==> config.mk <==
export PLATFORM = sky130hd
export DESIGN_NAME = stack_unit
export DESIGN_NICKNAME = d
export VERILOG_FILES = /design/src/rtl/stack_unit.sv
export SDC_FILE = /design/constraint.sdc
export NUM_CORES = 1
export LEC_CHECK = 0
export CAP_MARGIN = 10
export CORE_MARGIN = 2
export CORE_UTILIZATION = 54
export CTS_BUF_LIST = sky130_fd_sc_hd__clkbuf_16
export CTS_CLUSTER_SIZE = 25
export DETAILED_ROUTE_END_ITERATION = 8
export PLACE_DENSITY = 0.86
export SYNTH_ARGS = -nofsm -noshare
export SYNTH_HDL_FRONTEND = slang
export SYNTH_SLANG_ARGS = --single-unit
==> constraint.sdc <==
create_clock -name clk -period 11.47 [get_ports clk]
set_clock_uncertainty 0.2 [all_clocks]
set_input_delay 1.7205 -clock clk [delete_from_list [all_inputs] [get_ports clk]]
set_output_delay 1.7205 -clock clk [all_outputs]
set_load 0.02 [all_outputs]
==> src/rtl/stack_unit.sv <==
// Stack engine: PUSH/POP/CALL/RET against a full-descending stack in external memory.
// Latency: 3 cycles accept-to-ready with a same-cycle mem_ack, plus one per ack wait cycle.
// Backpressure: cmd_ready is low from accept until the command's UPD cycle has completed.
//
// Ports
//   clk, rst                 : clock, asynchronous active-high reset
//   cmd_valid/cmd_ready      : command handshake; cmd_op 0 PUSH, 1 POP, 2 CALL, 3 RET
//   cmd_data, cmd_rd         : PUSH data / CALL target, POP destination register
//   sp_cur, pc_cur           : current SP/PC from the register file
//   sp_wr/sp_in, pc_wr/pc_in : SP/PC write-back strobes and data
//   wr_en/rd_addr/rd_data    : GPR write-back for POP
//   mem_req/mem_we/mem_addr/mem_wdata/mem_rdata/mem_ack : single-beat memory port
//   done, err                : one-cycle completion pulse, guarded-fault pulse
//
// Optional feature: define STACK_GUARD_EN to bound-check SP against SP_BOTTOM/SP_TOP.
// Without it err is constant 0 and SP wraps modulo 2^16.
module stack_unit #(
    parameter logic [15:0] SP_TOP    = 16'hFFFF,
    parameter logic [15:0] SP_BOTTOM = 16'hFF00
) (
    input  logic        clk,
    input  logic        rst,
    input  logic        cmd_valid,
    output logic        cmd_ready,
    input  logic [1:0]  cmd_op,
    input  logic [15:0] cmd_data,
    input  logic [3:0]  cmd_rd,
    input  logic [15:0] sp_cur,
    input  logic [15:0] pc_cur,
    output logic        sp_wr,
    output logic        pc_wr,
    output logic        wr_en,
    output logic [15:0] sp_in,
    output logic [15:0] pc_in,
    output logic [15:0] rd_data,
    output logic [3:0]  rd_addr,
    output logic        mem_req,
    output logic        mem_we,
    output logic [15:0] mem_addr,
    output logic [15:0] mem_wdata,
    input  logic [15:0] mem_rdata,
    input  logic        mem_ack,
    output logic        done,
    output logic        err
);

    localparam logic [1:0] OP_PUSH = 2'd0;
    localparam logic [1:0] OP_POP  = 2'd1;
    localparam logic [1:0] OP_CALL = 2'd2;
    localparam logic [1:0] OP_RET  = 2'd3;

    typedef enum logic [1:0] {
        S_IDLE = 2'd0,
        S_MEM  = 2'd1,
        S_UPD  = 2'd2
    } state_t;

    state_t state_q;
    state_t state_nxt;

    // Command fields captured at accept.
    logic [1:0]  op_q;
    logic [15:0] data_q;
    logic [3:0]  rd_q;
    logic [15:0] sp_q;
    logic [15:0] pc_q;

    logic accept;
    assign accept = cmd_valid && cmd_ready;

    // Every output is a flop, so its next value is computed from the next
    // state. On the accept edge the capture registers are not loaded yet,
    // so the "effective" command comes straight from the inputs in IDLE.
    logic        in_idle;
    logic [1:0]  eff_op;
    logic [15:0] eff_data;
    logic [3:0]  eff_rd;
    logic [15:0] eff_sp;
    logic [15:0] eff_pc;
    logic        eff_dec;   // PUSH/CALL: pre-decrement write

    assign in_idle  = (state_q == S_IDLE);
    assign eff_op   = in_idle ? cmd_op   : op_q;
    assign eff_data = in_idle ? cmd_data : data_q;
    assign eff_rd   = in_idle ? cmd_rd   : rd_q;
    assign eff_sp   = in_idle ? sp_cur   : sp_q;
    assign eff_pc   = in_idle ? pc_cur   : pc_q;
    assign eff_dec  = (eff_op == OP_PUSH) || (eff_op == OP_CALL);

    // Bound check. fault_eff is only meaningful on the accept edge and
    // while the faulted command sits in UPD.
    logic fault_eff;
`ifdef STACK_GUARD_EN
    logic fault_now;
    logic fault_q;

    assign fault_now = eff_dec ? (eff_sp == SP_BOTTOM) : (eff_sp == SP_TOP);
    assign fault_eff = in_idle ? fault_now : fault_q;

    always_ff @(posedge clk or posedge rst) begin
        if (rst) begin
            fault_q <= 1'b0;
        end else if (accept) begin
            fault_q <= fault_now;
        end
    end
`else
    logic unused_cfg;
    assign unused_cfg = ^{SP_TOP, SP_BOTTOM};
    assign fault_eff  = 1'b0;
`endif

    // ------------------------------------------------------------------
    // FSM: state register
    // ------------------------------------------------------------------
    always_ff @(posedge clk or posedge rst) begin
        if (rst) begin
            state_q <= S_IDLE;
        end else begin
            state_q <= state_nxt;
        end
    end

    // ------------------------------------------------------------------
    // FSM: next state
    // ------------------------------------------------------------------
    always_comb begin
        state_nxt = state_q;
        case (state_q)
            S_IDLE: begin
                if (accept) begin
                    // A faulted command never touches memory.
                    state_nxt = fault_eff ? S_UPD : S_MEM;
                end
            end
            S_MEM: begin
                if (mem_ack) begin
                    state_nxt = S_UPD;
                end
            end
            S_UPD:   state_nxt = S_IDLE;
            default: state_nxt = S_IDLE;
        endcase
    end

    // ------------------------------------------------------------------
    // FSM: output next-values (registered below)
    // ------------------------------------------------------------------
    logic        cmd_ready_nxt;
    logic        mem_req_nxt;
    logic        mem_we_nxt;
    logic [15:0] mem_addr_nxt;
    logic [15:0] mem_wdata_nxt;
    logic        sp_wr_nxt;
    logic [15:0] sp_in_nxt;
    logic        pc_wr_nxt;
    logic [15:0] pc_in_nxt;
    logic        wr_en_nxt;
    logic [3:0]  rd_addr_nxt;
    logic [15:0] rd_data_nxt;
    logic        done_nxt;
    logic        err_nxt;

    always_comb begin
        cmd_ready_nxt = (state_nxt == S_IDLE);
        mem_req_nxt   = 1'b0;
        mem_we_nxt    = 1'b0;
        mem_addr_nxt  = 16'h0000;
        mem_wdata_nxt = 16'h0000;
        sp_wr_nxt     = 1'b0;
        sp_in_nxt     = 16'h0000;
        pc_wr_nxt     = 1'b0;
        pc_in_nxt     = 16'h0000;
        wr_en_nxt     = 1'b0;
        rd_addr_nxt   = 4'h0;
        rd_data_nxt   = 16'h0000;
        done_nxt      = 1'b0;
        err_nxt       = 1'b0;

        if (state_nxt == S_MEM) begin
            // Recomputed every MEM cycle from the captured command, so the
            // request stays stable until mem_ack.
            mem_req_nxt  = 1'b1;
            mem_we_nxt   = eff_dec;
            mem_addr_nxt = eff_dec ? (eff_sp - 16'd1) : eff_sp;
            if (eff_op == OP_PUSH) begin
                mem_wdata_nxt = eff_data;
            end else if (eff_op == OP_CALL) begin
                mem_wdata_nxt = eff_pc + 16'd1;
            end
        end

        if (state_nxt == S_UPD) begin
            done_nxt = 1'b1;
            if (fault_eff) begin
                err_nxt = 1'b1;
            end else begin
                // Entering UPD from MEM happens on the ack cycle, so
                // mem_rdata is valid here and lands in the output flops.
                sp_wr_nxt = 1'b1;
                sp_in_nxt = eff_dec ? (eff_sp - 16'd1) : (eff_sp + 16'd1);
                case (eff_op)
                    OP_POP: begin
                        wr_en_nxt   = 1'b1;
                        rd_addr_nxt = eff_rd;
                        rd_data_nxt = mem_rdata;
                    end
                    OP_CALL: begin
                        pc_wr_nxt = 1'b1;
                        pc_in_nxt = eff_data;
                    end
                    OP_RET: begin
                        pc_wr_nxt = 1'b1;
                        pc_in_nxt = mem_rdata;
                    end
                    default: ;
                endcase
            end
        end
    end

    // ------------------------------------------------------------------
    // Command capture
    // ------------------------------------------------------------------
    always_ff @(posedge clk or posedge rst) begin
        if (rst) begin
            op_q   <= 2'd0;
            data_q <= 16'h0000;
            rd_q   <= 4'h0;
            sp_q   <= 16'h0000;
            pc_q   <= 16'h0000;
        end else if (accept) begin
            op_q   <= cmd_op;
            data_q <= cmd_data;
            rd_q   <= cmd_rd;
            sp_q   <= sp_cur;
            pc_q   <= pc_cur;
        end
    end

    // ------------------------------------------------------------------
    // Output registers. Reset clears them asynchronously, which drops
    // mem_req at once and kills any pending write-back.
    // ------------------------------------------------------------------
    always_ff @(posedge clk or posedge rst) begin
        if (rst) begin
            cmd_ready <= 1'b0;
            mem_req   <= 1'b0;
            mem_we    <= 1'b0;
            mem_addr  <= 16'h0000;
            mem_wdata <= 16'h0000;
            sp_wr     <= 1'b0;
            sp_in     <= 16'h0000;
            pc_wr     <= 1'b0;
            pc_in     <= 16'h0000;
            wr_en     <= 1'b0;
            rd_addr   <= 4'h0;
            rd_data   <= 16'h0000;
            done      <= 1'b0;
            err       <= 1'b0;
        end else begin
            cmd_ready <= cmd_ready_nxt;
            mem_req   <= mem_req_nxt;
            mem_we    <= mem_we_nxt;
            mem_addr  <= mem_addr_nxt;
            mem_wdata <= mem_wdata_nxt;
            sp_wr     <= sp_wr_nxt;
            sp_in     <= sp_in_nxt;
            pc_wr     <= pc_wr_nxt;
            pc_in     <= pc_in_nxt;
            wr_en     <= wr_en_nxt;
            rd_addr   <= rd_addr_nxt;
            rd_data   <= rd_data_nxt;
            done      <= done_nxt;
            err       <= err_nxt;
        end
    end

endmodule

==> flow_summary.yaml, run 1 <==
routing:
  drc: 0
  first_pass_iters: 6
  wl_mm: 18.8
  via_per_inst: 5.85
  antenna_left: 0
  num_vias: 5775
  drt_iter0_markers: 540
  wl_per_cell_um: 19.1
worst_hold_path:
  min_path_cells: 1
  hold_class: "flip-flop to flip-flop"
setup_path:
  critPathCaptureType: "flip-flop"
  cp.depth: 8
  critPathRequiredTime_ns: 11.55
  worst_setup_path_start_kind: "input port"
  crit_path_cell_trace: "clkdlybuf4s50_1 -> nand2_2 -> buf_4 -> or2_2 -> a21o_1 -> inv_1 -> nand2b_1 -> o22ai_1"
  crit_path_max_fanout: 56
  cp.arrival_ns: 4.57
  cp.buffers_inverters: 3
  path_class: "input port to flip-flop"
  rrSetupSlack_ns: 7.74
  slowest_stage: "a21o_1"
  max_stage_delay_ns: 0.71
  critical-path-top-delay-family: "buffers and inverters"
  r2r_cells: 9
sta:
  fin_crit_ns: 4.49
  tns_ns: 0
  rsz0062_at_grt: "false"
  slew_headroom_pct: 40.4
  period_share_pct: 39.1
  final_hold_viol_count: 0
  setup_violations: 0
  finalMaxSlewViolations: 0
  worst_slew_pin_slew_ns: 0.894
  hold_slack_ns: 0.306
  fmax_mhz: 223
place:
  dp.cells: 954
  port_buffers: 164
  hpwlAfterDp_mm: 12.6
  gp_congestion: 0.905
final_layout:
  fin_cells: 987
  layout.nets: 879
  syn_to_final_growth_pct: 33.9
  multiInputGateArea_um2: 3160
  regArea_um2: 3650
  diodes: 0
  drive_above_1_share_pct: 13.4
  nFillCells: 828
cts:
  path_clk_slew_ns: 0.06
  cts_buffer_depth: 2
  hold_buffers: 0
  cts_tree: "built"
  post_cts_resized: 0
  htree_num_levels: 4
  cts_num_sinks: 146
  root_buffer: "clkbuf_16"
  cts_setup_buffers: 0
  clk_latency_ns: 0.42
  numCtsBuffers: 17
power:
  ir_drop_mv: 0.123
  p_switching_uw: 909
  static-leakage-power_nw: 4.10
  power_mw: 2.39
  internal_power_mw: 1.49
  clkPwrFrac_pct: 23.0
  p_per_area_nw_per_um2: 255
  p_seq_share_pct: 33.6
  combPwrFrac_pct: 43.4
  swShare_pct: 38.0
yosys:
  synthCells: 648
  ys_seq_area_share_pct: 52.1
  synth-seq-cells: 146
  postSynthAreaPerCell_um2: 10.8
  yosysWarnings: 0
  postSynthNetCount: 725
  synthesis.area_um2: 7010
  synthDistinctLibCells: 61
  synth-edff-count: 0
  synthArstFlopShare_pct: 100
  ys.flop_type: "dfrtp_1"
die:
  fp.dieH_um: 118
  die_area_um2: 13900
  core_um2: 12700
  num_rows: 41
  start_util_pct: 55.4
  io_pins: 166
  die_w_um: 118
global_route:
  grt_pass1_wl_mm: 30.5
  antenna_found_initial: 0
  grt_usage_pct: 27.7
  grt_max_degree: 96
  grt_pass1_vias: 5884
  gr-total-overflow: 0
status:
  status: "completed"
run:
  maxCapViolCount: 0
==> Yosys cell counts (11+ instances only) <==
cell type / number / area [µm²]
xnor2_1: 20 / 175
buf_2: 16 / 80.1
inv_1: 11 / 41.3
nor2_1: 83 / 312
mux2i_1: 42 / 420
dfrtp_1: 146 / 3650
clkbuf_1: 16 / 60.1
and2_1: 22 / 138
a21oi_1: 39 / 195
o21ai_0: 12 / 60.1
o211ai_1: 13 / 97.6
mux2_2: 54 / 608
xor2_1: 14 / 123
nand2_1: 43 / 161
==> layout make-up <==
cell class,instances,share of cell area (%)
inverter,11,0.493
clock buffer,17,4.53
multi-input combinational,454,33.6
tap,172,2.29
clock inverter,15,1.80
sequential,146,38.9
timing repair buffer,172,18.3
==> layer usage <==
layer,global-route usage [%],part of all wire (%),up-vias
met4,11.1,2.1,0
met3,5.77,7.8,36
met2,47.9,52,330
met5,0,0,-
li1,-,-,2576
met1,33.8,39,2833
==> kinds of logic (layout without fill, tap and decap cells) <==
| kind of cell | after synthesis | after routing | synth area share (%) |
|---|---|---|---|
| AO/OA/AOI/OAI | 106 | 106 | 9.69 |
| XOR/XNOR | 34 | 34 | 4.25 |
| adder cells (fa/ha/maj) | 3 | 3 | 0.535 |
| buffers and inverters | 48 | 215 | 3.12 |
| flip-flops | 146 | 146 | 52.1 |
| multiplexers | 97 | 97 | 14.9 |
| other | 1 | 1 | 0.0535 |
| AND/OR/NAND/NOR | 213 | 213 | 15.4 |
==> worst paths after layout <==
kind / start / end
worst max register to register: state_q[0] / sp_in[10]
min in group asynchronous: rst / data_q[1]
worst max-delay path: cmd_valid / mem_wdata[9]
max in group asynchronous: rst / sp_in[1]
worst min-delay path: data_q[2] / data_q[2]
worst min register to register: data_q[2] / data_q[2]
==> per-stage QoR <==
stage	utilization, %	worst slack [ns]	cell area, µm²
floorplan	-	5.63	7010
global placement	69.2	6.71	8770
detailed placement	69.2	6.56	8770
CTS	73.9	7.01	9360
global route	74.1	6.75	9390
finish	74.1	6.98	9390
==> power by group through the flow <==
stage | registers, mW | clock network (mW) | logic (mW)
after global placement | 0.792 | 0 | 0.985
final | 0.804 | 0.552 | 1.04
after detailed placement | 0.804 | 0 | 1.02
after global routing | 0.821 | 0.579 | 1.11
after CTS | 0.799 | 0.556 | 1.03
after floorplan | 0.864 | 0 | 0.617
==> sequential cells by signal, indices dropped and copies added, names as in the netlist, 16 cells and up <==
register and cells:
sp_in 16, sp_q 16, mem_wdata 16, data_q 16
rd_data 16, mem_addr 16, pc_q 16, pc_in 16
==> cell usage in the layout, fill, tap and decap left out, types with 14 or more instances in the layout <==
master / count
mux2_2: 54
clkdlybuf4s50_1: 164
mux2i_1: 42
a21oi_1: 39
dfrtp_1: 146
nand2_1: 42
clkbuf_16: 17
nor2_1: 82
and2_1: 22
xnor2_1: 20
xor2_1: 14
No activity file was read; power rests on OpenSTA's default activity.
==> run 2: changes to the inputs <==
--- a/config.mk
+++ b/config.mk
@@ -7,11 +7,11 @@
 export LEC_CHECK = 0
 export CAP_MARGIN = 10
 export CORE_MARGIN = 2
-export CORE_UTILIZATION = 54
+export CORE_UTILIZATION = 50
 export CTS_BUF_LIST = sky130_fd_sc_hd__clkbuf_16
 export CTS_CLUSTER_SIZE = 25
 export DETAILED_ROUTE_END_ITERATION = 8
-export PLACE_DENSITY = 0.86
+export PLACE_DENSITY = 0.8
 export SYNTH_ARGS = -nofsm -noshare
 export SYNTH_HDL_FRONTEND = slang
 export SYNTH_SLANG_ARGS = --single-unit
==> constraint.sdc (replaced) <==
create_clock -name clk -period 4.6 [get_ports clk]
set_clock_uncertainty 0.2 [all_clocks]
set_input_delay 0.69 -clock clk [delete_from_list [all_inputs] [get_ports clk]]
set_output_delay 0.69 -clock clk [all_outputs]
set_load 0.02 [all_outputs]
==> run 2 against run 1 <==
Against the previous run:
- sequential share of layout area shrank 0.40 points
- largest power group unchanged
- final cell count up 0.81%
- power grew to 2.6 times the previous value
- hold slack worse by 0.0036 ns
- combinational power increased by 150%
- global-route usage decreased by 2.4 points
- critical path type is now flip-flop to flip-flop
- non-clock buffer count stayed put
==> flow_summary.yaml, run 2 (same netlist as run 1, synthesis figures left out) <==
power:
  power_mw: 6.19
  static-leakage-power_nw: 4.15
  ir_drop_mv: 0.336
  p_per_area_nw_per_um2: 652
sta:
  worst_slew_pin_slew_ns: 0.895
  fmax_mhz: 313
  final_hold_viol_count: 0
  period_share_pct: 69.4
  finalMaxSlewViolations: 0
  tns_ns: 0
  fin_crit_ns: 3.19
  slew_headroom_pct: 40.3
  setup_violations: 0
  setup_ws_ns: 1.41
  hold_slack_ns: 0.302
  rsz0062_at_grt: "false"
setup_path:
  max_stage_delay_ns: 0.63
  crit_path_cell_trace: "or2_2 -> nand2_1 -> nand2_1 -> ha_1 -> a21boi_1 -> and3b_1 -> nand3b_1 -> o31a_1 -> o32ai_1"
  worst_setup_path_start_kind: "flip-flop"
  cp.arrival_ns: 3.32
  slowest_stage: "or2_2"
  cp.buffers_inverters: 0
  critical-path-top-delay-family: "simple AND/OR/NAND/NOR gates"
  critPathCaptureType: "flip-flop"
  critPathMostFrequentCell: "nand2_1"
  crit_path_max_fanout: 32
  path_class: "flip-flop to flip-flop"
  critPathRequiredTime_ns: 4.73
cts:
  numCtsBuffers: 17
  path_clk_slew_ns: 0.06
  root_buffer: "clkbuf_16"
  hold_buffers: 0
  cts_buffer_depth: 2
  htree_num_levels: 4
  cts_num_sinks: 146
  clk_latency_ns: 0.43
  post_cts_resized: 0
  cts_setup_buffers: 0
  cts_tree: "built"
place:
  placed_cell_area_um2: 8800
  gp_congestion: 0.897
  dp.cells: 963
  hpwlAfterDp_mm: 12.1
  pre_cts_slack_ns: 1.29
  port_buffers: 164
die:
  core_um2: 13800
  die_w_um: 122
  num_rows: 43
  io_pins: 166
  die_area_um2: 15000
  fp.dieH_um: 122
  start_util_pct: 50.9
final_layout:
  final_common_cell: "clkdlybuf4s50_1"
  drive_above_1_share_pct: 13.4
  nFillCells: 1001
  final_area_um2: 9490
  fin_util_pct: 68.9
  syn_to_final_growth_pct: 35.2
  fin_cells: 995
  layout.nets: 879
  diodes: 0
  final_cell_mix: "164 x clkdlybuf4s50_1, 146 x dfrtp_1, 82 x nor2_1, 54 x mux2_2"
routing:
  wl_per_cell_um: 18.6
  num_vias: 5713
  wl_mm: 18.5
  via_per_inst: 5.74
  drc: 0
  drt_iter0_markers: 562
  first_pass_iters: 5
  antenna_left: 0
global_route:
  grt_max_degree: 147
  grt_usage_pct: 25.3
  grt_pass1_wl_mm: 29.2
  grt_pass1_vias: 5823
  gr-total-overflow: 0
  antenna_found_initial: 0
status:
  status: "completed"
run:
  maxCapViolCount: 0
worst_hold_path:
  hold_class: "flip-flop to flip-flop"
==> run 2: cell count changes in the layout (fill, tap and decap cells not counted) <==
cell and delta:
clkinvlp_4 -4, clkinv_4 +2, buf_12 +1, inv_6 -1, clkinv_2 -1, buf_16 -1
bufinv_16 +4
==> run 2: final timing paths <==
check | start | to | slack, ns | cells past startpoint
setup reg to reg | state_q[1] | mem_wdata[14] | 1.41 | 9
setup / recovery | state_q[1] | mem_wdata[14] | 1.41 | 9
hold / removal | data_q[0] | data_q[0] | 0.30 | 1
hold reg to reg | data_q[0] | data_q[0] | 0.30 | 1
min in group asynchronous | rst | mem_addr[14] | 0.64 | 3
max in group asynchronous | rst | pc_in[13] | 3.00 | 3
==> run 2: cell type report <==
| type | instances | area, µm² | area share (%) |
|---|---|---|---|
| repair buffers | 172 | 1710 | 18.1 |
| multi-input cells | 454 | 3160 | 33.3 |
| flip-flops and latches | 146 | 3650 | 38.5 |
| well taps | 180 | 225 | 2.37 |
| clock buffers | 17 | 425 | 4.48 |
| clock inverters | 15 | 264 | 2.78 |
| inverters | 11 | 45.0 | 0.475 |
==> run 2: power breakdown <==
group	switching [mW]	internal, mW
combinational	1.45	1.14
clock	0.542	1.07
sequential	0.275	1.71
==> run 2: worst reg2reg max path, stage by stage (launching register included) <==
cell and delay [ns]:
dfrtp_1 0.36, or2_2 0.63, nand2_1 0.12, nand2_1 0.13, ha_1 0.17, a21boi_1 0.32
and3b_1 0.33, nand3b_1 0.19, o31a_1 0.35, o32ai_1 0.29
==> run 2: metal layers <==
metal  up-vias  routed length, µm  track usage [%]
met5         -                  0                0
met4         0                587             12.3
met3        53               1080             5.20
met2       244               9420             42.0
met1      2833               7460             31.6
li1       2583                  -                -
